**config.mk**
```make
export PLATFORM = sky130hd
export DESIGN_NAME = instr_prefetch_buffer_flat
export DESIGN_NICKNAME = d
export VERILOG_FILES = /design/src/rtl/riscv_pkg.sv /design/src/rtl/instr_prefetch_buffer_if.sv /design/src/rtl/sync_fifo.sv /design/src/rtl/instr_prefetch_buffer.sv /design/src/flat_wrapper.sv
export SDC_FILE = /design/constraint.sdc
export NUM_CORES = 1
export LEC_CHECK = 0
export ABC_AREA = 0
export BUFFER_PORTS_ARGS = -buffer_cell sky130_fd_sc_hd__buf_2
export CAP_MARGIN = 0
export CORE_UTILIZATION = 55
export CTS_CLUSTER_SIZE = 14
export DETAILED_ROUTE_END_ITERATION = 8
export GPL_TIMING_DRIVEN = 0
export PLACE_DENSITY = 0.79
export SETUP_SLACK_MARGIN = 0.3
export SYNTH_ARGS = -nofsm -noshare
export SYNTH_HDL_FRONTEND = slang
export SYNTH_SLANG_ARGS = --single-unit
```
**constraint.sdc**
```tcl
create_clock -name clk -period 21.2 [get_ports clk]
set_input_delay 2.12 -clock clk [delete_from_list [all_inputs] [get_ports clk]]
set_output_delay 2.12 -clock clk [all_outputs]
set_load 0.005 [all_outputs]
```
**src/rtl/riscv_pkg.sv**
```systemverilog
// Fetch-side RISC-V constants and types shared by the prefetch slice.
package riscv_pkg;

    localparam logic [31:0] NOP_INSTR = 32'h0000_0013;

    typedef struct packed {
        logic [31:0] pc;
        logic [31:0] instr;
    } fetch_entry_t;

    function automatic logic [31:0] word_align(input logic [31:0] addr);
        return addr & 32'hFFFF_FFFC;
    endfunction

    // Sequential word step; wraps from 0xFFFF_FFFC to 0 by plain 32-bit overflow.
    function automatic logic [31:0] next_pc(input logic [31:0] pc);
        return pc + 32'd4;
    endfunction

endpackage

```
**src/rtl/instr_prefetch_buffer_if.sv**
```systemverilog
// Instruction bus: req/gnt request channel plus in-order rvalid response channel.
// Signal directions are named from the prefetcher's side of the bus.
interface instr_prefetch_buffer_if;

    logic        bus_req_o;
    logic [31:0] bus_addr_o;
    logic        bus_gnt_i;
    logic        bus_rvalid_i;
    logic [31:0] bus_rdata_i;

    modport master (
        output bus_req_o,
        output bus_addr_o,
        input  bus_gnt_i,
        input  bus_rvalid_i,
        input  bus_rdata_i
    );

    modport slave (
        input  bus_req_o,
        input  bus_addr_o,
        output bus_gnt_i,
        output bus_rvalid_i,
        output bus_rdata_i
    );

endinterface

```
**src/rtl/sync_fifo.sv**
```systemverilog
// Generic synchronous FIFO with flush; a push is refused while full.
module sync_fifo #(
    parameter int  DEPTH = 4,
    parameter type T     = logic [63:0]
) (
    input  logic                   clk,
    input  logic                   rst,
    input  logic                   flush_i,
    input  logic                   push_i,
    input  T                       data_i,
    input  logic                   pop_i,
    output T                       data_o,
    output logic                   empty_o,
    output logic [$clog2(DEPTH):0] count_o
);

    localparam int AW = $clog2(DEPTH);

    T              mem_q [DEPTH];
    logic [AW-1:0] wr_ptr_q, wr_ptr_d;
    logic [AW-1:0] rd_ptr_q, rd_ptr_d;
    logic [AW:0]   count_q, count_d;
    logic          push_en, pop_en;

    always_comb begin
        pop_en   = pop_i && (count_q != '0) && !flush_i;
        push_en  = push_i && !flush_i && (count_q != (AW+1)'(DEPTH));
        wr_ptr_d = wr_ptr_q + AW'(push_en);
        rd_ptr_d = rd_ptr_q + AW'(pop_en);
        count_d  = count_q + (AW+1)'(push_en) - (AW+1)'(pop_en);
        if (flush_i) begin
            wr_ptr_d = '0;
            rd_ptr_d = '0;
            count_d  = '0;
        end
    end

    always_ff @(posedge clk or posedge rst) begin
        if (rst) begin
            wr_ptr_q <= '0;
            rd_ptr_q <= '0;
            count_q  <= '0;
        end else begin
            wr_ptr_q <= wr_ptr_d;
            rd_ptr_q <= rd_ptr_d;
            count_q  <= count_d;
        end
    end

    // Storage carries no reset; occupancy alone decides what is valid.
    always_ff @(posedge clk) begin
        if (push_en) begin
            mem_q[wr_ptr_q] <= data_i;
        end
    end

    assign data_o  = mem_q[rd_ptr_q];
    assign empty_o = (count_q == '0);
    assign count_o = count_q;

endmodule

```
**src/rtl/instr_prefetch_buffer.sv**
```systemverilog
// Sequential instruction prefetcher feeding IF through a small FIFO, with redirect flush.
// Optional macro PREFETCH_BYPASS_EN forwards a response straight to IF when the FIFO is empty.
module instr_prefetch_buffer
    import riscv_pkg::*;
#(
    parameter int          DEPTH    = 4,
    parameter logic [31:0] RESET_PC = 32'h0000_0000
) (
    input  logic                           clk,
    input  logic                           rst,
    input  logic                           redirect_i,
    input  logic [31:0]                    redirect_pc_i,
    output logic                           instr_valid_o,
    output logic [31:0]                    instr_data_o,
    output logic [31:0]                    instr_pc_o,
    input  logic                           instr_ready_i,
    instr_prefetch_buffer_if.master        bus
);

    localparam int CW = $clog2(DEPTH) + 1;

    logic [31:0]   fetch_pc_q, fetch_pc_d;
    logic [31:0]   resp_pc_q, resp_pc_d;
    logic [CW-1:0] outstanding_q, outstanding_d;
    logic [CW-1:0] discard_q, discard_d;
    logic [CW-1:0] fifo_count;
    logic [CW:0]   inflight;
    logic [31:0]   redirect_target;
    logic          gnt_fire, resp_any, resp_keep;
    logic          bypass, push, pop, fifo_empty;
    fetch_entry_t  push_entry, head_entry;

    assign redirect_target = word_align(redirect_pc_i);

    // Buffered plus in-flight words never exceed DEPTH, so every response has a slot.
    assign inflight       = {1'b0, fifo_count} + {1'b0, outstanding_q};
    assign bus.bus_req_o  = !rst && !redirect_i && (inflight < (CW+1)'(DEPTH));
    assign bus.bus_addr_o = fetch_pc_q;

    assign gnt_fire   = bus.bus_req_o && bus.bus_gnt_i;
    assign resp_any   = bus.bus_rvalid_i && (outstanding_q != '0);
    assign resp_keep  = resp_any && !redirect_i && (discard_q == '0);
    assign push_entry = '{pc: resp_pc_q, instr: bus.bus_rdata_i};

`ifdef PREFETCH_BYPASS_EN
    assign bypass = resp_keep && fifo_empty;
`else
    assign bypass = 1'b0;
`endif

    assign instr_valid_o = !fifo_empty || bypass;
    assign pop           = !fifo_empty && instr_ready_i && !redirect_i;
    assign push          = resp_keep && !(bypass && instr_ready_i);

    always_comb begin
        instr_data_o = NOP_INSTR;
        instr_pc_o   = '0;
        if (bypass) begin
            instr_data_o = bus.bus_rdata_i;
            instr_pc_o   = resp_pc_q;
        end else if (!fifo_empty) begin
            instr_data_o = head_entry.instr;
            instr_pc_o   = head_entry.pc;
        end
    end

    always_comb begin
        fetch_pc_d    = fetch_pc_q;
        resp_pc_d     = resp_pc_q;
        outstanding_d = outstanding_q;
        discard_d     = discard_q;
        if (redirect_i) begin
            // Everything still owed by the bus is stale; a response this cycle is already dropped.
            fetch_pc_d    = redirect_target;
            resp_pc_d     = redirect_target;
            outstanding_d = outstanding_q - CW'(resp_any);
            discard_d     = outstanding_q - CW'(resp_any);
        end else begin
            if (gnt_fire) begin
                fetch_pc_d = next_pc(fetch_pc_q);
            end
            if (resp_keep) begin
                resp_pc_d = next_pc(resp_pc_q);
            end
            outstanding_d = outstanding_q + CW'(gnt_fire) - CW'(resp_any);
            if (resp_any && (discard_q != '0)) begin
                discard_d = discard_q - CW'(1);
            end
        end
    end

    always_ff @(posedge clk or posedge rst) begin
        if (rst) begin
            fetch_pc_q    <= RESET_PC;
            resp_pc_q     <= RESET_PC;
            outstanding_q <= '0;
            discard_q     <= '0;
        end else begin
            fetch_pc_q    <= fetch_pc_d;
            resp_pc_q     <= resp_pc_d;
            outstanding_q <= outstanding_d;
            discard_q     <= discard_d;
        end
    end

    sync_fifo #(
        .DEPTH (DEPTH),
        .T     (fetch_entry_t)
    ) u_fifo (
        .clk     (clk),
        .rst     (rst),
        .flush_i (redirect_i),
        .push_i  (push),
        .data_i  (push_entry),
        .pop_i   (pop),
        .data_o  (head_entry),
        .empty_o (fifo_empty),
        .count_o (fifo_count)
    );

endmodule
```
**src/flat_wrapper.sv**
```systemverilog
// flat-port wrapper written by rule: the top's interface ports become plain ports
module instr_prefetch_buffer_flat import riscv_pkg::*;
#(
    parameter int          DEPTH    = 4,
    parameter logic [31:0] RESET_PC = 32'h0000_0000
)
  (clk, rst, redirect_i, redirect_pc_i, instr_valid_o, instr_data_o, instr_pc_o, instr_ready_i, bus_bus_req_o, bus_bus_addr_o, bus_bus_gnt_i, bus_bus_rvalid_i, bus_bus_rdata_i);
  instr_prefetch_buffer_if bus_i ();
  input  logic clk;
  input  logic rst;
  input  logic redirect_i;
  input  logic [31:0] redirect_pc_i;
  output logic instr_valid_o;
  output logic [31:0] instr_data_o;
  output logic [31:0] instr_pc_o;
  input  logic instr_ready_i;
  output wire logic [$bits(bus_i.bus_req_o)-1:0] bus_bus_req_o;
  output wire logic [$bits(bus_i.bus_addr_o)-1:0] bus_bus_addr_o;
  input wire logic [$bits(bus_i.bus_gnt_i)-1:0] bus_bus_gnt_i;
  input wire logic [$bits(bus_i.bus_rvalid_i)-1:0] bus_bus_rvalid_i;
  input wire logic [$bits(bus_i.bus_rdata_i)-1:0] bus_bus_rdata_i;
  assign bus_bus_req_o = bus_i.bus_req_o;
  assign bus_bus_addr_o = bus_i.bus_addr_o;
  assign bus_i.bus_gnt_i = bus_bus_gnt_i;
  assign bus_i.bus_rvalid_i = bus_bus_rvalid_i;
  assign bus_i.bus_rdata_i = bus_bus_rdata_i;
  instr_prefetch_buffer #(.DEPTH(DEPTH), .RESET_PC(RESET_PC)) u_core (.clk(clk), .rst(rst), .redirect_i(redirect_i), .redirect_pc_i(redirect_pc_i), .instr_valid_o(instr_valid_o), .instr_data_o(instr_data_o), .instr_pc_o(instr_pc_o), .instr_ready_i(instr_ready_i), .bus(bus_i));
endmodule
```
== Yosys cells after proc, flatten, opt, wreduce, memory -nomap -nowiden ==
Memory sizes are Yosys's and may differ from the RTL's.
Index checks and enable logic that the tools add are counted.
Storage, ports and cells
  word-level logic and storage cells: 59
  bits in writable memories: 256
  bits in registers: 77
  memories: 1
  bits of input ports: 70
Memories
  u_core.u_fifo.mem_q: words 4, bits a word 64, read ports 1, clocked after memory_dff 0, wr ports 1, RTL line sync_fifo.sv:19  | T mem_q [DEPTH];
Operators by class
  multiplexer cells: 14
  order comparisons: 1
  reductions and logical operators: 24
  equality and inequality tests: 1
  add/sub/neg operators: 11
Operators with widths (number)
  two-way mux 32 bit: 6
  adder 32 x 3 -> 32 bit, second input constant: 2
  logical AND 1 bit: 13
  two-way mux 3 bit: 4
  nonzero test 3 bit: 3
  subtractor 3 x 1 -> 3 bit: 3
  adder 3 x 1 -> 3 bit: 2
  zero test 3 bit: 2
  nonzero test 2 bit: 3
  adder 2 x 1 -> 2 bit: 2
  adder 3 x 3 -> 4 bit: 1
  less-than comparator 4 x 3 -> 1 bit, second input constant: 1
  two-way mux 2 bit: 2
  zero test 1 bit: 3
  inequality test 3 bit, second input constant: 1
  subtractor 3 x 1 -> 3 bit, second input constant: 1
  two-way mux 1 bit: 2

== Depth between registers and ports, before layout ==
  depth after elaboration: 9
  mapped depth: 11

== By module ==
Synthesis repeated with hierarchy kept, for this count alone.
Unflattened totals
  cell total of the unflattened synthesis: 874
  area, all modules: 14041.0 um^2
Modules (own cells, without submodules)
  sync_fifo: area each 9713.1 um^2, times used 1, cells each 371
  instr_prefetch_buffer: area each 4327.9 um^2, times used 1, cells each 503

== Worst setup path after synthesis ==
Ideal clock, no wire load.
  kind: input port to flip-flop
  from: input port redirect_i
  to: memory u_core.u_fifo.mem_q[0][0] (netlist name) (enable)
  required time: 20.628 ns
  cell stages on the path: 3
  data arrival time: 7.708 ns
  setup slack: 12.920 ns
  buffers on the path: 1
  path through: buf_6 -> a2111oi_1 -> nor3b_1
On the way
  longest elaborated chain between the ends: 7
Ends and longest elaborated chain
  start: declaration: RTL line flat_wrapper.sv:11  | input logic redirect_i;
  zero test 1 bit (*): RTL line sync_fifo.sv:27, instr_prefetch_buffer.sv:42
  logical AND 1 bit (2 in a row): RTL line instr_prefetch_buffer.sv:42  | assign resp_keep = resp_any && !redirect_i && (discard_q == '0);
  logical AND 1 bit (*) (2 in a row): RTL line sync_fifo.sv:27  | push_en = push_i && !flush_i && (count_q != (AW+1)'(DEPTH));
  two-way mux 1 bit (*): RTL line sync_fifo.sv:52  | if (push_en) begin
  two-way mux 1 bit (implied by the code) (*): RTL line sync_fifo.sv:53  | mem_q[wr_ptr_q] <= data_i;
  end: declaration: RTL line sync_fifo.sv:19
Mark *: on every way between the ends. The rest lies on a longest branch, timed or not.

== Worst setup path in the final report ==
  from: input port redirect_i
  to: output port bus_bus_req_o
On the way
  longest elaborated chain between the ends: 3
Ends and longest elaborated chain
  zero test 1 bit: RTL line instr_prefetch_buffer.sv:37  | assign bus.bus_req_o = !rst && !redirect_i && (inflight < (CW+1)'(DEPTH));
  logical AND 1 bit (2 in a row): RTL line instr_prefetch_buffer.sv:37
  end: declaration: RTL line flat_wrapper.sv:17  | output wire logic [$bits(bus_i.bus_req_o)-1:0] bus_bus_req_o;
Every way passes these cells.

==> results.yml <==
timing:
  finalSetupTns_ps: 0
  rsz0062_at_grt: "no"
  clock_skew_ps: 23.2
  relSlewSlack_pct: -1.10
  fin_crit_sh_pct: 24.6
  fmax_mhz: 191
  worst_slew_pin_slew_ps: 1500
  finalCriticalPeriod_ps: 5230
  finalMaxSlewViolations: 11
  hold_viol_final: 0
  setup_viol: 0
logic_synthesis:
  avgSynthCellArea_um2: 16.6
  synthArstFlopShare_pct: 22.7
  synth.distinct_cells: 53
  synth_flop_cell: "edfxtp_1"
  ys.warnings.count: 0
  synthCells: 824
  synth_edf_count: 248
  syn_area_um2: 13700
  ys_seq_area_share_pct: 67.8
  yosys.area.top_type: "edfxtp_1"
  synth_top_area_share_pct: 54.4
  synthTopCellsByArea: "edfxtp_1 (54%), dfrtp_1 (13%), mux4_2 (10%), and2_1 (2.8%), mux2_2 (2.6%)"
  ys_ff_latch: 321
drt:
  drcViolationCount: 0
  ant_nets: 0
  drtPass1Iterations: 6
  wl_um: 29900
  drt_iter0_drc: 648
  post_drt_wl_per_cell_um: 21.6
  vias: 8041
  routed_via_density: 5.81
critical_path:
  cp-start-kind: "input pin"
  crit_required_ps: 19080
  crit_chain: "buf_6 -> or3_1 -> buf_2 -> nor2_1 -> buf_2"
  worstPathMaxFanout: 8
  cpLargestDelayFamily: "simple AND/OR/NAND/NOR gates"
  cpPeakStageDelay_ps: 380
  reg2reg_from: "u_core.discard_q[0]"
  r2r_cells: 8
  r2r_slack_ps: 17950
  path_buf_inv: 3
  critPathKind: "in2out"
  timing.rr.end: "u_core.u_fifo.mem_q[0][22]"
  crit_path_frequent_cell: "buf_2"
  cp-startpoint: "redirect_i"
  crit_slowest_cell: "or3_1"
  cp-end-kind: "primary output"
  cp.arrival_ps: 3110
clock_network:
  cts_setup_buffers: 0
  worst_skew_pair.late_latency_ps: 510
  htree_levels: 2
  cts_root_buf: "clkbuf_16"
  cts_max_path_buffers: 3
  cts_tree: "yes"
  clkTransAtPathRegs_ps: 60
  cts_made_buffers: 34
  clock_sinks: 321
  ctsHoldBuffers: 0
  post_cts_resized: 0
power_and_ir_drop:
  seqPwrFrac_pct: 45.8
  ir_drop_mv: 0.0682
  pwr-share-clk_pct: 34.9
  pwr_density_cell_nw_per_um2: 101
  p_leak_nw: 5.87
  internal_power_w: 0.00121
  comb_power_share_pct: 19.3
  p_total_w: 0.00164
  p_sw_w: 0.000432
  swShare_pct: 26.3
floorplan:
  die_w_um: 160
  rows: 57
  initial_core_util_pct: 56.1
  coreArea_um2: 24400
  die_h_um: 160
  ios: 168
  die-area_um2: 25500
placement:
  port_buffers: 160
  dp_hpwl_um: 20100
  routabilityCongestion: 0.873
final_layout:
  antenna-diode-count: 0
  area_growth_syn_to_layout_pct: 18.5
  fill_cells: 1717
  layout.nets: 1119
  seq_area_um2: 9270
  multiInputGateArea_um2: 4210
  drive_gt1_share_pct: 32.3
grt:
  grt_usage_pct: 24.1
  grt_pass1_vias: 8205
  grt_max_degree: 52
  grt_pass1_wl_um: 46500
  grt_overflow_total: 0
  antenna_found_initial: 0
min_path:
  min_from: "u_core.bus.bus_addr_o[8]"
  hold_class: "reg2reg"
  hold_depth: 1
  holdPathEnd: "u_core.bus.bus_addr_o[8]"
run:
  maxCapViolations: 1
run_status:
  status: "complete, but fails checks"
  violations: "capacitance limit, slew limit"
[worst max path at each step]
stage                                      end  slack [ps]  cells past startpoint
floorplan            u_core.u_fifo.mem_q[0][0]       12920                      3
global placement    u_core.u_fifo.mem_q[0][22]        9440                      4
detailed placement  u_core.u_fifo.mem_q[1][22]       15920                      7
CTS                           instr_data_o[28]       15920                      5
global route                  instr_data_o[27]       15810                      5
finish                           bus_bus_req_o       15980                      5
[cells in the mapped netlist (12+ instances only)]
master    count
and2_1       61
clkbuf_1     25
dfrtp_1      73
edfxtp_1    248
ha_1         12
inv_1        16
mux2_2       32
mux4_2       62
nand2_1      22
nand3_1      24
nand4_1      23
nor2_1       22
nor3_1       14
xnor2_1      33
xor2_1       28
[flip-flops by register name, summed over array words and instances, names as in the netlist]
name,count
u_core.outstanding_q,3
u_core.u_fifo.rd_ptr_q,2
u_core.resp_pc_q,30
u_core.u_fifo.mem_q,248
u_core.bus.bus_addr_o,30
u_core.u_fifo.wr_ptr_q,2
u_core.u_fifo.count_o,3
u_core.discard_q,3
[cells by family (layout without fill, tap and decap cells)]
logic type                 Yosys count  count (layout)  share of synthesized area, %
AOI/OAI and AO/OA                   45              45                          2.30
muxes                               97              97                          13.1
buffers and inverters               56             288                          1.76
adders and majority gates           14              14                          1.39
DFF                                321             321                          67.8
and+or+nand+nor                    229             229                          9.79
xor gates and xnor gates            61              61                          3.90
other                                1               4                        0.0274
[final cells by class]
cell class                 instances  share of cell area, %
buffer                            39                   1.10
clock buffer                      43                   5.85
clock inverter                    17                  0.825
timing repair buffer             172                   6.18
inverter                          17                  0.409
multi-input combinational        450                   26.0
tap                              324                   2.50
sequential                       321                   57.2
[power by group through the flow]
stage	clock network (W)	registers [W]	logic, W
3_3_place_gp	0	0.000765	0.000307
3_5_place_dp	0	0.000764	0.000319
6_report	0.000573	0.000753	0.000317
5_1_grt	0.000607	0.000757	0.000352
4_1_cts	0.000584	0.000752	0.000323
2_1_floorplan	0	0.000755	0.000196
[placed cells by master (no fill, tap or decap), types with 5 or more instances in the layout]
cell,n
nand2b_1,9
o21ai_0,8
dfrtp_1,73
mux2_2,32
nand2_1,22
nor4_1,8
nor3_1,14
xor2_1,28
and2_1,61
mux4_2,62
edfxtp_1,248
xnor2_1,33
clkinv_1,9
buf_6,7
or3_1,5
inv_1,15
nand4_1,23
buf_2,161
and3_1,7
nand3_1,24
nor2_1,21
clkbuf_1,31
ha_1,12
and4_1,5
buf_1,7
a21boi_1,6
a21oi_1,8
a21boi_0,10
nor2b_1,5
clkbuf_16,37
or2_2,6
[routing by layer]
metal / GRT usage (%) / share of wire, % / routed length [µm]
met4: 6.69 / 1.8 / 550
met1: 32.4 / 41 / 12200
met5: 0 / 0 / 0
met3: 5.14 / 7.7 / 2290
met2: 40.2 / 50 / 14900
[per-stage QoR]
stage               util [%]  setup slack [ps]  instances  cell area [µm²]  hold slack [ps]
detailed placement      62.0             15920       1323            15100              549
floorplan                  -             12920        827            13700              484
global route            66.5             15810       1383            16200              575
global placement        61.1              9440       1311            14900              524
finish                  66.5             15980       1383            16200              562
CTS                     66.5             15920       1383            16200              566
No activity file was read; power rests on OpenSTA's default activity.
